--- src/rtl/next_piece_queue_if.sv ---
// Handshake and display bundle between the next-piece queue and its consumer.
// The master side offers candidate IDs and spawn requests; the slave side is
// the queue, returning readiness, decoded shapes, preview IDs and status.
interface next_piece_queue_if #(
  parameter int DEPTH = 3,
  parameter int ROW_W = 10
);
  logic [2:0]           piece_in;
  logic                 piece_valid;
  logic                 piece_ready;
  logic                 take;
  logic                 cur_valid;
  logic [2*ROW_W-1:0]   new_block;
  logic [2*ROW_W-1:0]   next_block;
  logic [DEPTH*3-1:0]   preview_ids;
  logic [2:0]           count;
  logic                 take_err;

  modport master (
    output piece_in, piece_valid, take,
    input  piece_ready, cur_valid, new_block, next_block, preview_ids, count, take_err
  );

  modport slave (
    input  piece_in, piece_valid, take,
    output piece_ready, cur_valid, new_block, next_block, preview_ids, count, take_err
  );
endinterface

--- src/rtl/next_piece_queue.sv ---
// Next-piece queue: a compacted FIFO of DEPTH+1 piece slots (slot 0 = current
// piece) with optional 7-bag de-duplication and shape decode for display.
// Block rows are packed as {row1, row0}, row0 in the low ROW_W bits.
module next_piece_queue #(
  parameter int DEPTH     = 3,
  parameter int ROW_W     = 10,
  parameter int SPAWN_COL = 6,
  parameter int BAG_MODE  = 1
) (
  input  logic                clk,
  input  logic                reset,
  next_piece_queue_if.slave   bus
);

  localparam int SLOTS = DEPTH + 1;

  logic [2:0]       id_q  [SLOTS];
  logic [2:0]       id_d  [SLOTS];
  logic [SLOTS-1:0] vld_q, vld_d;
  logic [2:0]       count_q, count_d;
  logic [6:0]       used_q, used_d;
  logic             take_err_q, take_err_d;

  logic             pop;
  logic             acc;
  logic             room;
  logic             bag_ok;
  logic [2:0]       wr_idx;
  logic [7:0]       used_ext;
  logic [6:0]       used_set;

  // Shape lookup: 4-bit row patterns placed so the pattern MSB lands on SPAWN_COL.
  function automatic logic [2*ROW_W-1:0] decode(input logic valid, input logic [2:0] id);
    logic [3:0]       r0;
    logic [3:0]       r1;
    logic [ROW_W-1:0] w0;
    logic [ROW_W-1:0] w1;
    case (id)
      3'd0:    begin r0 = 4'b0100; r1 = 4'b1110; end
      3'd1:    begin r0 = 4'b0010; r1 = 4'b1110; end
      3'd2:    begin r0 = 4'b1000; r1 = 4'b1110; end
      3'd3:    begin r0 = 4'b0110; r1 = 4'b1100; end
      3'd4:    begin r0 = 4'b1100; r1 = 4'b0110; end
      3'd5:    begin r0 = 4'b0110; r1 = 4'b0110; end
      3'd6:    begin r0 = 4'b0000; r1 = 4'b1111; end
      default: begin r0 = 4'b0000; r1 = 4'b0000; end
    endcase
    if (!valid) begin
      r0 = 4'b0000;
      r1 = 4'b0000;
    end
    w0 = ROW_W'(r0) << (SPAWN_COL - 3);
    w1 = ROW_W'(r1) << (SPAWN_COL - 3);
    return {w1, w0};
  endfunction

  // Accept/pop control; readiness already accounts for a same-cycle pop freeing room.
  always_comb begin
    used_ext        = {1'b0, used_q};
    pop             = bus.take && (count_q != 3'd0);
    room            = (count_q < 3'(SLOTS)) || pop;
    bag_ok          = (BAG_MODE == 0) || !used_ext[bus.piece_in];
    bus.piece_ready = (bus.piece_in != 3'd7) && room && bag_ok;
    acc             = bus.piece_valid && bus.piece_ready;
    wr_idx          = pop ? (count_q - 3'd1) : count_q;
    count_d         = count_q + {2'b00, acc} - {2'b00, pop};
    take_err_d      = bus.take && (count_q == 3'd0);
  end

  // Slot next-state: shift down on pop, then drop the new ID into the lowest free slot.
  always_comb begin
    for (int k = 0; k < SLOTS; k++) begin
      id_d[k]  = id_q[k];
      vld_d[k] = vld_q[k];
    end
    if (pop) begin
      for (int k = 0; k < DEPTH; k++) begin
        id_d[k]  = id_q[k+1];
        vld_d[k] = vld_q[k+1];
      end
      id_d[DEPTH]  = 3'd0;
      vld_d[DEPTH] = 1'b0;
    end
    if (acc) begin
      for (int k = 0; k < SLOTS; k++) begin
        if (wr_idx == 3'(k)) begin
          id_d[k]  = bus.piece_in;
          vld_d[k] = 1'b1;
        end
      end
    end
  end

  // Bag mask: mark each accepted ID, restarting the bag when all seven are used.
  always_comb begin
    used_set = used_q | (7'd1 << bus.piece_in);
    used_d   = used_q;
    if (BAG_MODE == 0) begin
      used_d = 7'h00;
    end else if (acc) begin
      used_d = (used_set == 7'h7F) ? 7'h00 : used_set;
    end
  end

  // State registers with asynchronous clear.
  always_ff @(posedge clk or negedge reset) begin
    if (!reset) begin
      for (int k = 0; k < SLOTS; k++) begin
        id_q[k] <= 3'd0;
      end
      vld_q      <= '0;
      count_q    <= 3'd0;
      used_q     <= 7'h00;
      take_err_q <= 1'b0;
    end else begin
      for (int k = 0; k < SLOTS; k++) begin
        id_q[k] <= id_d[k];
      end
      vld_q      <= vld_d;
      count_q    <= count_d;
      used_q     <= used_d;
      take_err_q <= take_err_d;
    end
  end

  assign bus.cur_valid  = vld_q[0];
  assign bus.count      = count_q;
  assign bus.take_err   = take_err_q;
  assign bus.new_block  = decode(vld_q[0], id_q[0]);
  assign bus.next_block = decode(vld_q[1], id_q[1]);

  // Preview fields read zero for empty slots.
  for (genvar gi = 1; gi <= DEPTH; gi++) begin : g_preview
    assign bus.preview_ids[3*gi-1 -: 3] = vld_q[gi] ? id_q[gi] : 3'b000;
  end

endmodule

--- src/flat_wrapper.sv ---
// flat-port wrapper written by rule: the top's interface ports become plain ports
module next_piece_queue_flat 
#(
  parameter int DEPTH     = 3,
  parameter int ROW_W     = 10,
  parameter int SPAWN_COL = 6,
  parameter int BAG_MODE  = 1
)
  (clk, reset, bus_piece_in, bus_piece_valid, bus_take, bus_piece_ready, bus_cur_valid, bus_new_block, bus_next_block, bus_preview_ids, bus_count, bus_take_err);
  next_piece_queue_if #(.DEPTH(DEPTH), .ROW_W(ROW_W)) bus_i ();
  input  logic clk;
  input  logic reset;
  input wire logic [$bits(bus_i.piece_in)-1:0] bus_piece_in;
  input wire logic [$bits(bus_i.piece_valid)-1:0] bus_piece_valid;
  input wire logic [$bits(bus_i.take)-1:0] bus_take;
  output wire logic [$bits(bus_i.piece_ready)-1:0] bus_piece_ready;
  output wire logic [$bits(bus_i.cur_valid)-1:0] bus_cur_valid;
  output wire logic [$bits(bus_i.new_block)-1:0] bus_new_block;
  output wire logic [$bits(bus_i.next_block)-1:0] bus_next_block;
  output wire logic [$bits(bus_i.preview_ids)-1:0] bus_preview_ids;
  output wire logic [$bits(bus_i.count)-1:0] bus_count;
  output wire logic [$bits(bus_i.take_err)-1:0] bus_take_err;
  assign bus_i.piece_in = bus_piece_in;
  assign bus_i.piece_valid = bus_piece_valid;
  assign bus_i.take = bus_take;
  assign bus_piece_ready = bus_i.piece_ready;
  assign bus_cur_valid = bus_i.cur_valid;
  assign bus_new_block = bus_i.new_block;
  assign bus_next_block = bus_i.next_block;
  assign bus_preview_ids = bus_i.preview_ids;
  assign bus_count = bus_i.count;
  assign bus_take_err = bus_i.take_err;
  next_piece_queue #(.DEPTH(DEPTH), .ROW_W(ROW_W), .SPAWN_COL(SPAWN_COL), .BAG_MODE(BAG_MODE)) u_core (.clk(clk), .reset(reset), .bus(bus_i));
endmodule
--- config.mk ---
export PLATFORM = sky130hd
export DESIGN_NAME = next_piece_queue_flat
export DESIGN_NICKNAME = d
export VERILOG_FILES = /design/src/rtl/next_piece_queue_if.sv /design/src/rtl/next_piece_queue.sv /design/src/flat_wrapper.sv
export SDC_FILE = /design/constraint.sdc
export NUM_CORES = 1
export LEC_CHECK = 0
export ABC_AREA = 1
export CORE_ASPECT_RATIO = 1.5
export CORE_MARGIN = 5
export CORE_UTILIZATION = 44
export DETAILED_ROUTE_END_ITERATION = 10
export GPL_TIMING_DRIVEN = 0
export PLACE_DENSITY = 0.84
export SETUP_SLACK_MARGIN = 0.15
export SYNTH_ARGS = -nofsm -noshare
export SYNTH_HDL_FRONTEND = slang
export SYNTH_SLANG_ARGS = --single-unit
export TNS_END_PERCENT = 30
--- constraint.sdc ---
create_clock -name clk -period 2.01 [get_ports clk]
set_input_delay 0.402 -clock clk [delete_from_list [all_inputs] [get_ports clk]]
set_output_delay 0.402 -clock clk [all_outputs]
set_load 0.01 [all_outputs]
==> impl_metrics.csv, run 1 <==
group,metric,value,unit
placement,dp_cells,462,
worst_setup_path,crit_required,2.18,ns
synth,synth_seq_cells,27,
global_routing,grt_use_total,17.58,%
synth,synth_xor_area_share,0.7959,%
route,drtPass1Iterations,7,
sta,final_hold_viol_count,0,
placement,globalplace.congestion,0.8688,
floorplan,die_h,96.62,um
synth,synth_area_leaders,"dfrtp_1 (31%), nand2_1 (22%), buf_4 (8.9%)",
synth,yosysUniqueCellTypes,31,
synth,yosysTopAreaCell,"dfrtp_1",
route,avgViaCountPerCell,4.854,
power_and_ir_drop,max-vdd-ir-drop,0.5996,mV
floorplan,num_io_pins,62,
worst_setup_path,slowest_stage,"dfrtp_1",
clock_tree,cts.path.max_buffers,2,
synth,syn_inst,336,
worst_setup_path,end_kind,"flop",
floorplan,start_util,45.39,%
floorplan,rows,31,
synth,synth-compound-area-share,10.29,%
synth,ys_seq_area_share,30.70,%
layout,final_common_cell,"nand2_1",
clock_tree,postCtsHoldBufs,0,
synth,synth_area,2201,sq um
power_and_ir_drop,p_per_area,1188,nW/um^2
layout,final_util,61.70,%
clock_tree,cts_buffers,3,
global_routing,grt_first_pass_wirelength,9.342,mm
run,maxCapViolCount,0,
route,drc_errors,0,
worst_setup_path,cp_max_fo,2,
sta,min_period,1.929,ns
layout,stdcell_count,487,
floorplan,dieArea,6546,sq um
synth,yosysWarningCount,0,
sta,holdWs,0.4681,ns
clock_tree,tritoncts,"done",
sta,finalSetupViolations,0,
route,wl_per_cell,11.93,um
sta,rsz0062_at_grt,"yes",
synth,synth_mux_area_share,0,%
sta,worstMarginPinSlew,1.222,ns
worst_setup_path,max_stage_delay,0.40,ns
global_routing,antenna_found_initial,0,
floorplan,core,4848,sq um
synth,synth-simple-area-share,36.84,%
worst_setup_path,worstPathArrival,2.09,ns
placement,placed_area,2788,sq um
route,route.antenna.remaining_nets,0,
sta,drv_slew,0,
clock_tree,ctsRootBufferMaster,"clkbuf_8",
layout,n_antenna_cell,0,
layout,nets,433,
synth,synth_top_family_by_area,"simple AND/OR/NAND/NOR gates",
layout,final_cell_mix,"nand2_1 (128), buf_4 (47), inv_1 (28)",
route,drtIter0Drc,125,
layout,drive_gt1_share,24.70,%
route,vias,2364,
floorplan,die_x,67.75,um
worst_setup_path,crit_type,"flop to flop",
worst_setup_path,path_cells,"nand3_1, o21ai_1, nor2_2, nand2_2, nor2_4, buf_6, ha_4, inv_2, fa_2, xnor2_2, xor2_1",
run_status,status,"complete, no violations",
synth,synth.avg_cell_area,6.550,sq um
sta,max_slew_margin,18.29,%
power_and_ir_drop,power_leakage,1.691,nW
hold_path,hold_class,"input port to flop",
route,wirelength,5.809,mm
placement,portBuffers,35,
placement,detailed_place_hpwl,4.280,mm
layout,final_area,2992,sq um
clock_tree,clock_latency,0.27,ns
global_routing,grt_start_max_net_pins,28,
worst_setup_path,crit_path_start_kind,"flop",
synth,synth_adder_area_share,2.615,%
sta,fmax,518.4,MHz
global_routing,grt_pass1_vias,2169,
layout,syn_to_final_growth,35.93,%
clock_tree,clkSinkCount,27,
synth,synth_top_cell_area_share,30.70,%
clock_tree,clk_pin_slew,0.09,ns
sta,finClkSkew,0.003440,ns
sta,finalCritPeriodShare,95.98,%
global_routing,grt_overflow_total,0,
clock_tree,cts_max_level,1,
==> worst max-delay path, delay by kind of cell (launching register included) <==
kind                       cells  cell delay [ns]
AOI/OAI and AO/OA              1             0.08
xor gates and xnor gates       2             0.27
adders and majority gates      2             0.46
buffers and inverters          2             0.14
DFF                            1             0.40
and+or+nand+nor                4             0.47
==> final cells by class <==
type	instances	area, sq um
buffer	36	279.0
tap	66	82.58
timing repair buffer	56	483.0
fill	441	1857
clock buffer	3	41.29
inverter	39	151.4
clock inverter	1	5.005
multi-input combinational	259	1271
sequential	27	678.2
==> repair_timing <==
item / 4_1_cts / 5_1_grt
pin swaps: 13 / 1
buffers inserted: 19 / 2
setup endpoints to repair: 19 / 17
resized for setup: 46 / 7
==> cell families after synthesis <==
logic type                 Yosys count
AOI/OAI and AO/OA                   41
xor gates and xnor gates             2
adders and majority gates            4
buffers and inverters               75
DFF                                 27
other                                1
and+or+nand+nor                    186
==> Yosys cell counts, drive strengths merged <==
master / instances
nor2: 17
nand4: 2
a211oi: 1
a31oi: 2
a21oi: 7
fa: 1
conb: 1
buf: 35
dfrtp: 27
xor2: 1
nand2: 138
xnor2: 1
nand3: 26
inv: 39
nor3: 1
ha: 3
nand3b: 1
or2: 1
clkbuf: 1
o21ai: 26
o21bai: 5
==> sequential cells by signal, summed over array words and instances (netlist names) <==
name	cells
u_core.id_q	12
u_core.used_q	7
u_core.vld_q	4
u_core.bus.count	3
u_core.bus.take_err	1
==> final timing paths <==
check	end	cells after the start	slack [ns]	from
hold reg to reg	u_core.used_q[0]	2	0.51	u_core.used_q[0]
min in group asynchronous	u_core.used_q[4]	1	0.77	reset
setup / recovery	u_core.bus.count[2]	11	0.08	u_core.used_q[4]
max in group asynchronous	u_core.vld_q[1]	1	0.44	reset
setup reg to reg	u_core.bus.count[2]	11	0.08	u_core.used_q[4]
hold / removal	u_core.bus.take_err	3	0.47	bus_take
==> metal layers <==
| metal | vias up | global-route usage (%) | wire (um) |
|---|---|---|---|
| li1 | 1166 | - | - |
| met4 | 0 | 4.219 | 112 |
| met3 | 14 | 1.622 | 423 |
| met5 | - | 0 | 0 |
| met2 | 101 | 34.66 | 3187 |
| met1 | 1083 | 18.70 | 2086 |
==> metrics by stage <==
stage               power (W)  setup TNS, ns  worst slack (ns)
floorplan            0.002369       -0.06210          -0.06210
global placement     0.002919         -3.125           -0.8298
finish               0.003553              0           0.08089
global route         0.003849              0          0.009717
CTS                  0.003483              0           0.03851
detailed placement   0.003004         -4.622           -0.8856
==> power by group <==
part           internal, W  total (W)  switching, W
registers         0.000749   0.000908      0.000159
clock network     0.000139   0.000312      0.000173
logic              0.00100    0.00233       0.00133
total              0.00189    0.00355       0.00166
Power figures use the tool's default switching activity.
==> run 2, diff against run 1 <==
--- a/config.mk
+++ b/config.mk
@@ -5,13 +5,12 @@
 export SDC_FILE = /design/constraint.sdc
 export NUM_CORES = 1
 export LEC_CHECK = 0
-export ABC_AREA = 1
 export CORE_ASPECT_RATIO = 1.5
 export CORE_MARGIN = 5
-export CORE_UTILIZATION = 44
+export CORE_UTILIZATION = 42
 export DETAILED_ROUTE_END_ITERATION = 10
 export GPL_TIMING_DRIVEN = 0
-export PLACE_DENSITY = 0.84
+export PLACE_DENSITY = 0.83
 export SETUP_SLACK_MARGIN = 0.15
 export SYNTH_ARGS = -nofsm -noshare
 export SYNTH_HDL_FRONTEND = slang
==> run 2 against run 1 <==
  * The run now ends with negative setup slack left
  * Highest routed layer unchanged
  * Critical path depth shrank 2
  * Global-route usage shrank 1.7 points
  * Synthesized cell count fell by 39%
  * Sequential cell count unchanged
  * Routed wire length shrank 20%
  * Largest power group unchanged
  * Sequential share of layout area increased by 2.4 points
  * Register-to-register slack got worse by 0.24 ns
==> impl_metrics.csv, run 2 <==
group,metric,value,unit
run_status,status,"complete, but fails checks",
run_status,failed_checks,"negative setup slack",
global_routing,met2_usage,29.96,%
sta,min_period,2.173,ns
placement,portBuffers,34,
route,vias,1663,
route,wirelength,4.655,mm
sta,max_slew_margin,18.00,%
worst_setup_path,crit_type,"flop to flop",
route,wl_per_cell,14.06,um
clock_tree,tritoncts,"done",
sta,fmax,460.1,MHz
layout,final_cell_mix,"buf_4 (39), conb_1 (26), dfrtp_1 (24)",
synth,synth_area,1956,sq um
power_and_ir_drop,max-vdd-ir-drop,0.6432,mV
worst_setup_path,worstPathArrival,2.32,ns
worst_setup_path,end_kind,"flop",
synth,syn_inst,206,
layout,ff_latch_area,679.4,sq um
floorplan,start_util,43.42,%
layout,final_util,60.11,%
synth,ys_seq_area_share,34.55,%
sta,finalCritPeriodShare,108.1,%
layout,reg.largest.list,"u_core.id_q: 12 flops, u_core.used_q: 7 flops, u_core.vld_q: 4 flops",
synth,yosysUniqueCellTypes,38,
synth,yosysWarningCount,0,
hold_path,hold_class,"input port to flop",
sta,worstMarginPinSlew,1.226,ns
floorplan,core,4504,sq um
layout,largest_reg_flops,12,
sta,finalSetupViolations,9,
power_and_ir_drop,p_per_area,1159,nW/um^2
global_routing,grt_pass1_vias,1678,
clock_tree,postCtsHoldBufs,0,
synth,async_reset_ff_share,100.0,%
route,drtPass1Iterations,4,
run,maxCapViolCount,0,
clock_tree,clkSinkCount,27,
layout,fillerInstances,408,
clock_tree,clk_pin_slew,0.10,ns
global_routing,grt_overflow_total,0,
synth,synth_area_leaders,"dfrtp_1 (35%), mux2i_1 (11%), buf_4 (10%)",
layout,regMostFlops,"u_core.id_q",
floorplan,rows,30,
layout,multi_input_area,1159,sq um
route,drc_errors,0,
synth,synth-edff-count,0,
placement,globalplace.congestion,0.8305,
clock_tree,clock_latency,0.27,ns
layout,n_antenna_cell,0,
sta,drv_slew,0,
sta,rsz0062_at_grt,"yes",
global_routing,grt_first_pass_wirelength,7.776,mm
power_and_ir_drop,power_leakage,1.445,nW
route,avgViaCountPerCell,5.024,
global_routing,top_usage_layer,"met2",
clock_tree,cts_max_level,1,
sta,fin_ws,-0.1634,ns
synth,ys.flop_type,"dfrtp_1",
layout,syn_to_final_growth,38.45,%
sta,final_hold_viol_count,0,
layout,nets,295,
worst_setup_path,cp_max_fo,3,
global_routing,antenna_found_initial,0,
worst_setup_path,crit_required,2.16,ns
layout,drive_gt1_share,29.33,%
synth,synth.most_common_cell,"dfrtp_1",
sta,setup-tns-final,-0.5363,ns
global_routing,grt_util_met3,1.803,%
placement,placed_area,2542,sq um
clock_tree,ctsRootBufferMaster,"clkbuf_8",
synth,synth.avg_cell_area,9.493,sq um
clock_tree,cts_buffers,3,
global_routing,grt_start_max_net_pins,28,
floorplan,die_h,93.58,um
global_routing,met1_usage,17.59,%
floorplan,num_io_pins,62,
route,drtIter0Drc,54,
clock_tree,cts.path.max_buffers,2,
synth,synth_top_cell_area_share,34.55,%
worst_setup_path,crit_path_start_kind,"flop",
global_routing,grt_use_total,15.91,%
layout,final_common_cell,"buf_4",
floorplan,dieArea,6149,sq um
synth,synth_seq_cells,27,
sta,finClkSkew,0.006580,ns
placement,detailed_place_hpwl,3.383,mm
route,route.antenna.remaining_nets,0,
synth,synth_commonest_cells,"dfrtp_1 (27), buf_4 (26), mux2i_1 (21)",
synth,yosysTopAreaCell,"dfrtp_1",
layout,final_area,2708,sq um
floorplan,die_x,65.72,um
## run 2: changes by cell type in the layout (fill, tap and decap cells not counted), moves of 6 or more
cell	delta
nand2_2	-7
o21ai_1	-14
nor3_1	+8
nand2_1	-114
buf_4	-8
mux2i_1	+21
nand3_1	-19
inv_1	-25
o21ai_0	-12
and2_1	+10
inv_2	-6
## run 2: cells by family after synthesis
logic type	Yosys count	synth area share, %
adders and majority gates	4	2.943
AOI/OAI and AO/OA	30	12.99
muxes	24	12.67
and+or+nand+nor	67	18.75
other	1	0.1918
DFF	27	34.55
xor gates and xnor gates	7	3.135
buffers and inverters	46	14.78
## run 2: worst max-delay path, cell delays in order (launching register included)
cell and delay (ns):
dfrtp_1 0.42, mux2_4 0.29, a22oi_2 0.19, and4_4 0.27, buf_12 0.11, ha_4 0.12
inv_2 0.03, fa_2 0.36, xnor2_2 0.14, xnor2_1 0.13
## run 2: through the flow
step	setup slack (ns)	instances	power [W]	hold slack [ns]
after floorplan	-0.2201	231	0.002162	0.1064
after global placement	-0.8589	313	0.002616	0.5079
after detailed placement	-0.8852	313	0.002680	0.5227
after CTS	-0.2159	330	0.003122	0.5125
after global routing	-0.2224	331	0.003381	0.5143
final	-0.1634	331	0.003138	0.5061
## run 2: routing by layer
layer,vias to the layer above,share of wire [%],routed length [um]
li1,819,-,-
met1,779,35,1649
met2,57,57,2652
met3,8,6.3,291
met4,0,1.3,62
met5,-,0,0
## run 2: area by class of cell
| class | instances | area share [%] |
|---|---|---|
| well taps | 48 | 2.218 |
| multi-input cells | 158 | 42.79 |
| repair buffers | 48 | 15.48 |
| plain buffers | 36 | 11.04 |
| clock inverters | 1 | 0.1848 |
| inverters | 10 | 1.664 |
| clock buffers | 3 | 1.525 |
| flip-flops and latches | 27 | 25.09 |
## run 2: what timing repair did
item	4_1_cts	5_1_grt
gates cloned	0	0
endpoints found under the setup margin	44	28
buffers inserted	13	1
pin swaps	7	8
resized for setup	42	7
## run 2: final timing paths
kind	startpoint	end	slack [ns]	depth (start not counted)
setup / recovery	u_core.used_q[1]	u_core.bus.count[2]	-0.16	9
hold / removal	bus_take	u_core.bus.take_err	0.51	3
setup reg to reg	u_core.used_q[1]	u_core.bus.count[2]	-0.16	9
hold reg to reg	u_core.vld_q[3]	u_core.vld_q[3]	0.54	2
max in group asynchronous	reset	u_core.id_q[11]	0.42	1
min in group asynchronous	reset	u_core.used_q[1]	0.77	1
## run 2: report_power, final
part	internal, W	switching [W]
Combinational	0.000958	0.000911
Sequential	0.000762	0.000200
Clock	0.000139	0.000169
Total	0.00186	0.00128
==> run 3, diff against run 2 <==
--- a/config.mk
+++ b/config.mk
@@ -5,6 +5,7 @@
 export SDC_FILE = /design/constraint.sdc
 export NUM_CORES = 1
 export LEC_CHECK = 0
+export ABC_CLOCK_PERIOD_IN_PS = 2009
 export CORE_ASPECT_RATIO = 1.5
 export CORE_MARGIN = 5
 export CORE_UTILIZATION = 42
==> results of run 3 <==
No change in the layout: final DEF, timing and power equal those of run 2.
